File: src/rtl/uart_tx.sv
`default_nettype none
// ============================================================================
// Module      : uart_tx
// Description : UART transmitter. It sends one byte as a start bit, eight data
//               bits LSB-first, an optional even-parity bit and one stop bit.
//               Each bit lasts DIV = CLK_FREQ/BAUD_RATE clock cycles.
//               All outputs are registered.
// Build option: define UART_TX_PARITY_EN to insert an even-parity bit between
//               the data bits and the stop bit (8E1). Without it the frame is
//               8N1.
// Ports       : clk      - clock; all state updates on the rising edge
//               reset    - asynchronous, active-high reset
//               start    - send request; a one-cycle pulse or a held level
//               tx_data  - byte to send, sampled only when a start is accepted
//               tx       - serial line; idles high
//               tx_busy  - high while a frame is in progress
//               tx_done  - one-cycle pulse on the first idle cycle after a frame
// Revision    : 1.0 - initial release
// ============================================================================
module uart_tx #(
    parameter int CLK_FREQ  = 100_000_000,
    parameter int BAUD_RATE = 9600
) (
    input  logic       clk,
    input  logic       reset,
    input  logic       start,
    input  logic [7:0] tx_data,
    output logic       tx,
    output logic       tx_busy,
    output logic       tx_done
);

    localparam int C_DIV   = CLK_FREQ / BAUD_RATE;
    localparam int C_CNT_W = (C_DIV > 1) ? $clog2(C_DIV) : 1;
    localparam logic [C_CNT_W-1:0] C_CNT_LAST = C_CNT_W'(C_DIV - 1);

`ifdef UART_TX_PARITY_EN
    typedef enum logic [2:0] {
        S_IDLE   = 3'd0,
        S_START  = 3'd1,
        S_DATA   = 3'd2,
        S_PARITY = 3'd3,
        S_STOP   = 3'd4
    } state_t;
`else
    typedef enum logic [1:0] {
        S_IDLE  = 2'd0,
        S_START = 2'd1,
        S_DATA  = 2'd2,
        S_STOP  = 2'd3
    } state_t;
`endif

    state_t               r_state,   w_state_next;
    logic [C_CNT_W-1:0]   r_baud,    w_baud_next;
    logic [2:0]           r_bit_idx, w_bit_idx_next;
    logic [7:0]           r_shift,   w_shift_next;
    logic                 r_tx,      w_tx_next;
    logic                 r_busy,    w_busy_next;
    logic                 r_done,    w_done_next;
    logic                 w_baud_wrap;

    assign w_baud_wrap = (r_baud == C_CNT_LAST);

    // State and output registers
    always_ff @(posedge clk or posedge reset) begin
        if (reset) begin
            r_state   <= S_IDLE;
            r_baud    <= '0;
            r_bit_idx <= 3'd0;
            r_shift   <= 8'h00;
            r_tx      <= 1'b1;
            r_busy    <= 1'b0;
            r_done    <= 1'b0;
        end else begin
            r_state   <= w_state_next;
            r_baud    <= w_baud_next;
            r_bit_idx <= w_bit_idx_next;
            r_shift   <= w_shift_next;
            r_tx      <= w_tx_next;
            r_busy    <= w_busy_next;
            r_done    <= w_done_next;
        end
    end

    // Next-state logic
    always_comb begin
        w_state_next   = r_state;
        w_baud_next    = r_baud + C_CNT_W'(1);
        w_bit_idx_next = r_bit_idx;
        w_shift_next   = r_shift;
        w_done_next    = 1'b0;

        case (r_state)
            S_IDLE: begin
                w_baud_next = '0;
                if (start) begin
                    w_shift_next = tx_data;
                    w_state_next = S_START;
                end
            end
            S_START: begin
                if (w_baud_wrap) begin
                    w_baud_next    = '0;
                    w_bit_idx_next = 3'd0;
                    w_state_next   = S_DATA;
                end
            end
            S_DATA: begin
                if (w_baud_wrap) begin
                    w_baud_next = '0;
                    // The index wraps 7 -> 0 as the last data bit ends.
                    w_bit_idx_next = r_bit_idx + 3'd1;
                    if (r_bit_idx == 3'd7) begin
`ifdef UART_TX_PARITY_EN
                        w_state_next = S_PARITY;
`else
                        w_state_next = S_STOP;
`endif
                    end
                end
            end
`ifdef UART_TX_PARITY_EN
            S_PARITY: begin
                if (w_baud_wrap) begin
                    w_baud_next  = '0;
                    w_state_next = S_STOP;
                end
            end
`endif
            S_STOP: begin
                if (w_baud_wrap) begin
                    w_baud_next  = '0;
                    w_state_next = S_IDLE;
                    w_done_next  = 1'b1;
                end
            end
            default: begin
                w_baud_next  = '0;
                w_state_next = S_IDLE;
            end
        endcase
    end

    // Output values are decoded from the next state so that the registered
    // line level changes in the same cycle the state does.
    always_comb begin
        w_tx_next   = 1'b1;
        w_busy_next = 1'b1;
        case (w_state_next)
            S_IDLE:   w_busy_next = 1'b0;
            S_START:  w_tx_next   = 1'b0;
            S_DATA:   w_tx_next   = w_shift_next[w_bit_idx_next];
`ifdef UART_TX_PARITY_EN
            S_PARITY: w_tx_next   = ^w_shift_next;
`endif
            S_STOP:   w_tx_next   = 1'b1;
            default: begin
                w_tx_next   = 1'b1;
                w_busy_next = 1'b0;
            end
        endcase
    end

    assign tx      = r_tx;
    assign tx_busy = r_busy;
    assign tx_done = r_done;

endmodule
`default_nettype wire

File: config.mk
export PLATFORM = sky130hd
export DESIGN_NAME = uart_tx
export DESIGN_NICKNAME = d
export VERILOG_FILES = /design/src/rtl/uart_tx.sv
export SDC_FILE = /design/constraint.sdc
export NUM_CORES = 1
export LEC_CHECK = 0
export ABC_CLOCK_PERIOD_IN_PS = 2800
export CORE_MARGIN = 3
export CORE_UTILIZATION = 45
export CTS_CLUSTER_DIAMETER = 40
export DETAILED_ROUTE_END_ITERATION = 8
export MAX_ROUTING_LAYER = met4
export PLACE_DENSITY = 0.67
export SLEW_MARGIN = 20
export SYNTH_ARGS = -nofsm -noshare
export SYNTH_HDL_FRONTEND = slang
export SYNTH_SLANG_ARGS = --single-unit
File: constraint.sdc
create_clock -name clk -period 2.8 [get_ports clk]
set_input_delay 0.28 -clock clk [delete_from_list [all_inputs] [get_ports clk]]
set_output_delay 0.28 -clock clk [all_outputs]
set_load 0.005 [all_outputs]
# Word level (Yosys, flattened, before mapping)
# Index checks and enable logic that the tools add are counted.
# classes
mux,19
n_lt_le_gt_ge,1
n_eq_ne,7
reduce_logical,3
n_addsub,2
# op_table
cell,count
$pmux W14 S2,1
$mux W8,2
$add A14 B1 Y14 const B,1
$eq A14 B14 Y1 const B,1
$mux W14,1
$mux W2,5
$pmux W2 S4,1
$eq A2 B2 Y1 const B,3
$mux W3,2
$pmux W3 S2,1
$eq A2 B1 Y1 const B,2
$logic_not A2 Y1,2
$lt A3 B4 Y1 const B,1
$mux W1,4
$add A3 B1 Y3 const B,1
$bmux W1 S3,1
$eq A3 B3 Y1 const B,1
$reduce_or A3 Y1,1
$pmux W1 S2,1
# totals
input_bits,11
regBits,30
out_inout_bits,3
word_cells,39

# Depth between registers and ports, before layout
# Gate-level depths: netlist of the first run.
# logic_depth
depth_word,6
ltp_mapped,11
ltp_nobuf,10

# Worst setup path after synthesis of the first run
# No wires, ideal clock.
# synth_path
path_type,flip-flop to flip-flop
start,register r_baud[0]
end,"register r_tx, in the netlist tx"
required_time_ns,2.723
synth_period_minus_slack_ns,2.751
setup_time_ns,0.077
path_buffers,1
slack_ns,0.049
path_stages_with_launch,12
t_arrival_ns,2.673
cell_sequence,dfrtp_1 -> ha_1 -> and4_1 -> buf_2 -> nand4b_2 -> ha_1 -> nand2b_1 -> a31oi_2 -> mux2i_1 -> or4b_1 -> and3_1 -> a31oi_1
# synth_between
elab_chain_len,6
word_cells_on_any_way,13
classes_between,eq/ne (3); mux (10)
# synth_lines
element,line_no,text
"start, declared",55,"logic [C_CNT_W-1:0] r_baud, w_baud_next;"
"start signal, assigned",77,r_baud <= w_baud_next;
$eq A14 B14 Y1 *,63,assign w_baud_wrap = (r_baud == C_CNT_LAST);
"$mux W3, on equally long branches","110, 103",
$pmux W3 S2 *,94,case (r_state)
via w_bit_idx_next[0],56,"logic [2:0] r_bit_idx, w_bit_idx_next;"
$bmux W1 S3 *,153,S_DATA: w_tx_next = w_shift_next[w_bit_idx_next];
$mux W1 (implied by the code) *,153,
$pmux W1 S2 *,150,case (w_state_next)
via w_tx_next,58,"logic r_tx, w_tx_next;"
"end signal, assigned",80,r_tx <= w_tx_next;
"end, declared",58,
# Mark *: on every way through the listed nets, which the timed path passes. The rest lies on a longest branch. The select of a mux whose other input is x is not followed.

# Worst setup path in the final report of the first run
# Ends and elaborated chain as after synthesis.

==> impl_results.md, run 1 <==
- Max Cap Violations: 0
- Die Wd: 65.05 um
- Worst r2r src: r_baud[0]
- Slew HR: 0.6681
- Synth warn: 0
- Stages on the worst setup path: 10
- Synth Flop Type: dfrtp_1
- Buf+Inv Stages, Crit Path: 0
- Tcrit/Tclk final: 0.9413
- Via count: 1079
- WL final: 2.725 mm
- Syn_area_per_cell: 10.90 sq um
- Peak supply drop: 237.6 uV
- Final Hold Fails: 0
- Crit-path max cell delay: 470 ps
- CTS Buf Count: 5
- Outcome: finished, final reports clean
- Post-route ant nets: 0
- Pre-CTS setup slack: 125.8 ps
- Min cycle time layout: 2636 ps
- Async set or reset register ratio after synthesis: 1.000
- Clock skew: 11.02 ps
- Area Growth Syn to Fin: 16.67%
- WP data arrival: 2890 ps
- Post-route core utilization: 0.5760
- Row cnt: 20
- Antenna violations before repair: 0
- First-pass GRT wire length: 4.685 mm
- Worst setup SP type: register
- Vias/cell: 5.138
- Largest net degree at the start of global routing: 31
- Worst-margin pin slew: 497.8 ps
- Placer Congestion: 0.8085
- Syn Nets: 164
- #FFs+latches synth: 30
- Critical Setup Path Class: register to register
- Cell area power density: 397.7 nW/um^2
- H-tree levels: 2
- Setup ws final: 164.4 ps
- DR WL/cell: 12.98 um
- I/O pin count: 14
- Initial drt markers: 71
- Synth Cell Area: 1569 sq um
- Layout cells sized above 1: 0.1627
- Setup repair bufs after CTS: 0
- Reg2reg path depth: 10
- RSZ-0062 raised after global routing: false
- LEAKAGE: 0.9078 nW
- Min-delay worst type: input pin to async pin
- CTS root buf: clkbuf_4
- EDFF count, synth: 0
- CTS sink count: 30
- GR Overflow Total: 0
- # diodes: 0
- Placed Area: 1768 sq um
- CTS tree: yes
- CTS clock-pin slew for the worst setup and hold paths: 100 ps
- Drc violations: 0
- Global-route usage over all layers: 0.1510
- Register-to-register setup slack: 160 ps
- Post-Synthesis Cells: 144
- Die height: 65.05 um
- Max Fanout on Critical Path: 5
- Final count of negative-setup-slack endpoints: 0
- Die Area: 4232 sq um
- Commonest non-fill, non-tap cells in the layout: dfrtp_1, nor2_1, clkdlybuf4s50_1, mux2_2
- Worst Path Required: 3060 ps
- Number of global-route vias before repair: 1034
- Reg-to-reg endpoint: tx
- Post-detail-place hpwl: 2.055 mm
- Max Fclk: 379.4 MHz
- Commonest non-fill, non-tap cell in the layout: dfrtp_1
- TNS Setup: 0 ps
- Pre-antenna DRT Iters: 4
- Slew Limit Fails: 0
- Clk buf depth: 2
- Unique masters post-synth: 34
- Starting Density: 0.4937
- Crit path top cell by count: ha_1
- Seq/Total Area, Yosys: 0.4793
- PortBufs: 13
- Slowest CP cell: or4b_1
- Clock Latency Late Sink: 330 ps
- Design area: 1831 sq um
- Worst path cell trace: ha_1, and4_4, nand4b_2, ha_1, nand2b_1, a31oi_2, mux2i_1, or4b_1, and3_1, a31oi_1
- Core ar.: 3178 sq um
- Final Net Count: 185
- Top Family by Delay on Critical Path: simple AND/OR/NAND/NOR gates
- Crit. End Element: register
power by group:
group	leakage, nW	internal, mW	switching, mW
combinational	0.487	0.0135	0.0102
clock	0.0353	0.121	0.150
sequential	0.386	0.433	0
total	0.908	0.568	0.160
logic make-up (layout without fill, tap and decap cells):
logic type                 Yosys count  after routing  share of synthesized area
and+or+nand+nor                     56             56                     0.2002
DFF                                 30             30                     0.4793
muxes                               15             15                     0.1037
AOI/OAI and AO/OA                   12             12                    0.05662
xor gates and xnor gates            11             11                    0.06141
buffers and inverters               11             33                    0.02711
adders and majority gates            9              9                    0.07177
synth_stat cells (2+ instances only):
cell type / n / share of area
nand2_1: 7 / 0.017
mux2_2: 10 / 0.072
and3_1: 2 / 0.0080
nand2b_1: 5 / 0.020
dfrtp_1: 29 / 0.46
xor2_1: 9 / 0.050
xnor2_1: 2 / 0.011
o211ai_1: 2 / 0.0096
o21ai_0: 2 / 0.0064
mux2i_1: 5 / 0.032
and4_1: 2 / 0.011
nand3_1: 6 / 0.019
nand4_1: 2 / 0.0080
a21oi_1: 2 / 0.0064
inv_1: 9 / 0.022
nor2_1: 24 / 0.057
ha_1: 9 / 0.072
metal layers:
| layer | up-vias | routed length (um) | track usage |
|---|---|---|---|
| li1 | 542 | - | - |
| met1 | 513 | 1213 | 0.1694 |
| met2 | 17 | 1351 | 0.2490 |
| met3 | 7 | 108 | 0.04853 |
| met4 | 0 | 52 | 0.06218 |
| met5 | - | 0 | - |
flip-flops by register name (all words and copies together), names as in the netlist:
signal     flops
r_bit_idx      3
tx_done        1
r_baud        14
tx             1
tx_busy        1
r_state        2
r_shift        8
worst register-to-register path: stages (launching register included):
cell and delay, ps:
dfrtp_1 390, ha_1 220, and4_4 270, nand4b_2 130, ha_1 290, nand2b_1 150
a31oi_2 230, mux2i_1 90, or4b_1 470, and3_1 180, a31oi_1 150
how the worst max path moves through the flow:
stage / from / endpoint
finish: r_baud[0] / tx
global route: r_baud[0] / tx
CTS: r_baud[0] / tx
detailed placement: r_baud[0] / tx
global placement: r_baud[0] / tx
floorplan: r_baud[0] / tx
timing repair:
item | CTS | global route
gates resized for setup | 0 | 2
hold buffers | 0 | 0
setup endpoints to repair | 0 | 1
stage by stage:
step                total power, mW  hold slack (ps)  cells
floorplan                    0.4485            370.1    144
global placement             0.4656            459.1    202
detailed placement           0.4661            479.6    202
CTS                          0.7356            326.2    210
global route                 0.7569            327.5    210
finish                       0.7279            313.9    210
cell type report:
class,instances,area [sq um]
clock buffer,7,55.05
clock inverter,1,5.005
fill,278,1348
inverter,9,33.78
multi-input combinational,103,777.0
sequential,30,752.0
tap,44,55.05
timing repair buffer,16,152.6
Power figures use the tool's default switching activity.
==> inputs of run 2 (changes only) <==
--- a/config.mk
+++ b/config.mk
@@ -10,6 +10,7 @@
 export CORE_UTILIZATION = 45
 export CTS_CLUSTER_DIAMETER = 40
 export DETAILED_ROUTE_END_ITERATION = 8
+export GPL_TIMING_DRIVEN = 0
 export MAX_ROUTING_LAYER = met4
 export PLACE_DENSITY = 0.67
 export SLEW_MARGIN = 20
==> run 2 against run 1 <==
Count of clock-buffer cells in the layout down 2. Sequential share of layout area down 0.44 points. Cell area up 1.1%. Power down 5.2%. Register-to-register slack worse by 60 ps. Critical path type unchanged. Critical endpoint unchanged.
==> impl_results.md, run 2 (synthesis results as in run 1) <==
- Outcome: finished, final reports clean
- Critical Setup Path Class: register to register
- LEAKAGE: 0.9244 nW
- CTS Buf Count: 5
- I/O pin count: 14
- Max Fanout on Critical Path: 5
- CTS tree: yes
- Area of the multi-input gates: 794.5 sq um
- Worst setup SP type: register
- Drc violations: 0
- Via count: 1106
- Max Fclk: 371.6 MHz
- Critical Path Source: r_baud[1]
- Worst Path Required: 3060 ps
- Commonest non-fill, non-tap cells in the layout: dfrtp_1, nor2_1, clkdlybuf4s50_1, mux2_2, xor2_1
- Die Area: 4232 sq um
- Worst r2r src: r_baud[1]
- # diodes: 0
- Cell area power density: 373.0 nW/um^2
- WP data arrival: 2950 ps
- Max Cap Violations: 0
- RSZ-0062 raised after global routing: false
- CTS clock-pin slew for the worst setup and hold paths: 90 ps
- H-tree levels: 2
- Die Wd: 65.05 um
- Min cycle time layout: 2691 ps
- Number of global-route vias before repair: 1147
- Row cnt: 20
- DR WL/cell: 13.17 um
- Placer Congestion: 0.7942
- Largest net degree at the start of global routing: 31
- Reg2reg path depth: 11
- CTS root buf: clkbuf_4
- Largest register by flop count: r_baud
- Final count of negative-setup-slack endpoints: 0
- Clock skew: 10.50 ps
- Post-route core utilization: 0.5823
- Worst-margin pin slew: 614.9 ps
- Commonest non-fill, non-tap cell in the layout: dfrtp_1
- Fillers: 289
- Clock Latency Late Sink: 330 ps
- CTS Hold Bufs: 0
- PortBufs: 13
- Slew Limit Fails: 0
- Design area: 1851 sq um
- Tcrit/Tclk final: 0.9610
- Area Growth Syn to Fin: 17.94%
- Placed Area: 1754 sq um
- Die height: 65.05 um
- Post-route ant nets: 0
- Core ar.: 3178 sq um
- Post-detail-place hpwl: 1.999 mm
- Clk buf depth: 2
- Global-route usage over all layers: 0.1542
- Min-delay worst type: input pin to async pin
- Vias/cell: 5.242
- Crit. End Element: register
- Final Net Count: 187
- Peak supply drop: 288.3 uV
- Sequential cell area: 752.0 sq um
- Total power: 0.6902 mW
- CTS sink count: 30
- Antenna violations before repair: 0
- GR Overflow Total: 0
- Layout cells sized above 1: 0.1737
- TNS Setup: 0 ps
- Slew HR: 0.5894
- Reg-to-reg endpoint: tx
- Max FFs per register: 14
- Register-to-register setup slack: 110 ps
- CP endpoint: tx
- Final Hold Fails: 0
- WL final: 2.778 mm
- Starting Density: 0.4937
- Initial drt markers: 16
- Top flop regs: r_baud: 14 flops, r_shift: 8 flops, r_bit_idx: 3 flops
- Pre-antenna DRT Iters: 4
- First-pass GRT wire length: 4.761 mm
## run 2: cell types whose count changed in the layout (fill, tap and decap cells not counted), sizes merged
cell,delta
clkbuf,-1
buf,+1
clkinv,+1
## run 2: worst min path at each step
stage	start	to	slack, ps	cells after the start
floorplan	reset	r_baud[0]	370	1
global placement	r_baud[0]	r_baud[0]	470	1
detailed placement	r_shift[5]	r_shift[5]	480	1
CTS	r_shift[5]	r_shift[5]	500	1
global route	reset	r_baud[2]	380	2
finish	reset	r_baud[2]	340	2
## run 2: metal layers
metal  part of all wire  track usage  vias to the layer above
met5                  0            -                        -
met1               0.45       0.1632                      539
li1                   -            -                      547
met3              0.039      0.06066                        7
met4              0.014      0.05699                        0
met2               0.50       0.2605                       13
## run 2: repair_timing
item                                    4_1_cts  5_1_grt
gates resized for setup                       4        1
setup buffers                                 2        1
pin swaps                                     1        4
endpoints found under the setup margin        1        1
## run 2: final cells by class
class / instances / share of cell area
Inverter: 9 / 0.01826
Buffer: 2 / 0.008114
Multi-Input combinational cell: 103 / 0.4293
Clock inverter: 2 / 0.005409
Tap cell: 44 / 0.02975
Clock buffer: 5 / 0.02028
Sequential cell: 30 / 0.4064
Timing Repair Buffer: 16 / 0.08249
## run 2: critical path, cell delays in order, from the launching register on
cell and delay (ps):
dfrtp_1 390, ha_2 210, and4_1 200, buf_6 130, nand4b_4 110, ha_1 280
nand2b_1 180, a31oi_4 240, mux2i_1 100, or4b_1 460, and3_1 180, a31oi_1 140
## run 2: report_power, final
| group | switching (mW) | internal (mW) |
|---|---|---|
| Sequential | 0 | 0.433 |
| Clock | 0.144 | 0.0900 |
| Combinational | 0.0104 | 0.0126 |
## run 2: metrics by stage
stage	hold WS (ps)	std cells	setup slack (ps)
global placement	472.6	201	-268.6
floorplan	370.1	144	49.49
global route	379.0	211	12.78
CTS	503.0	210	6.780
finish	335.8	211	109.1
detailed placement	481.7	201	-298.7
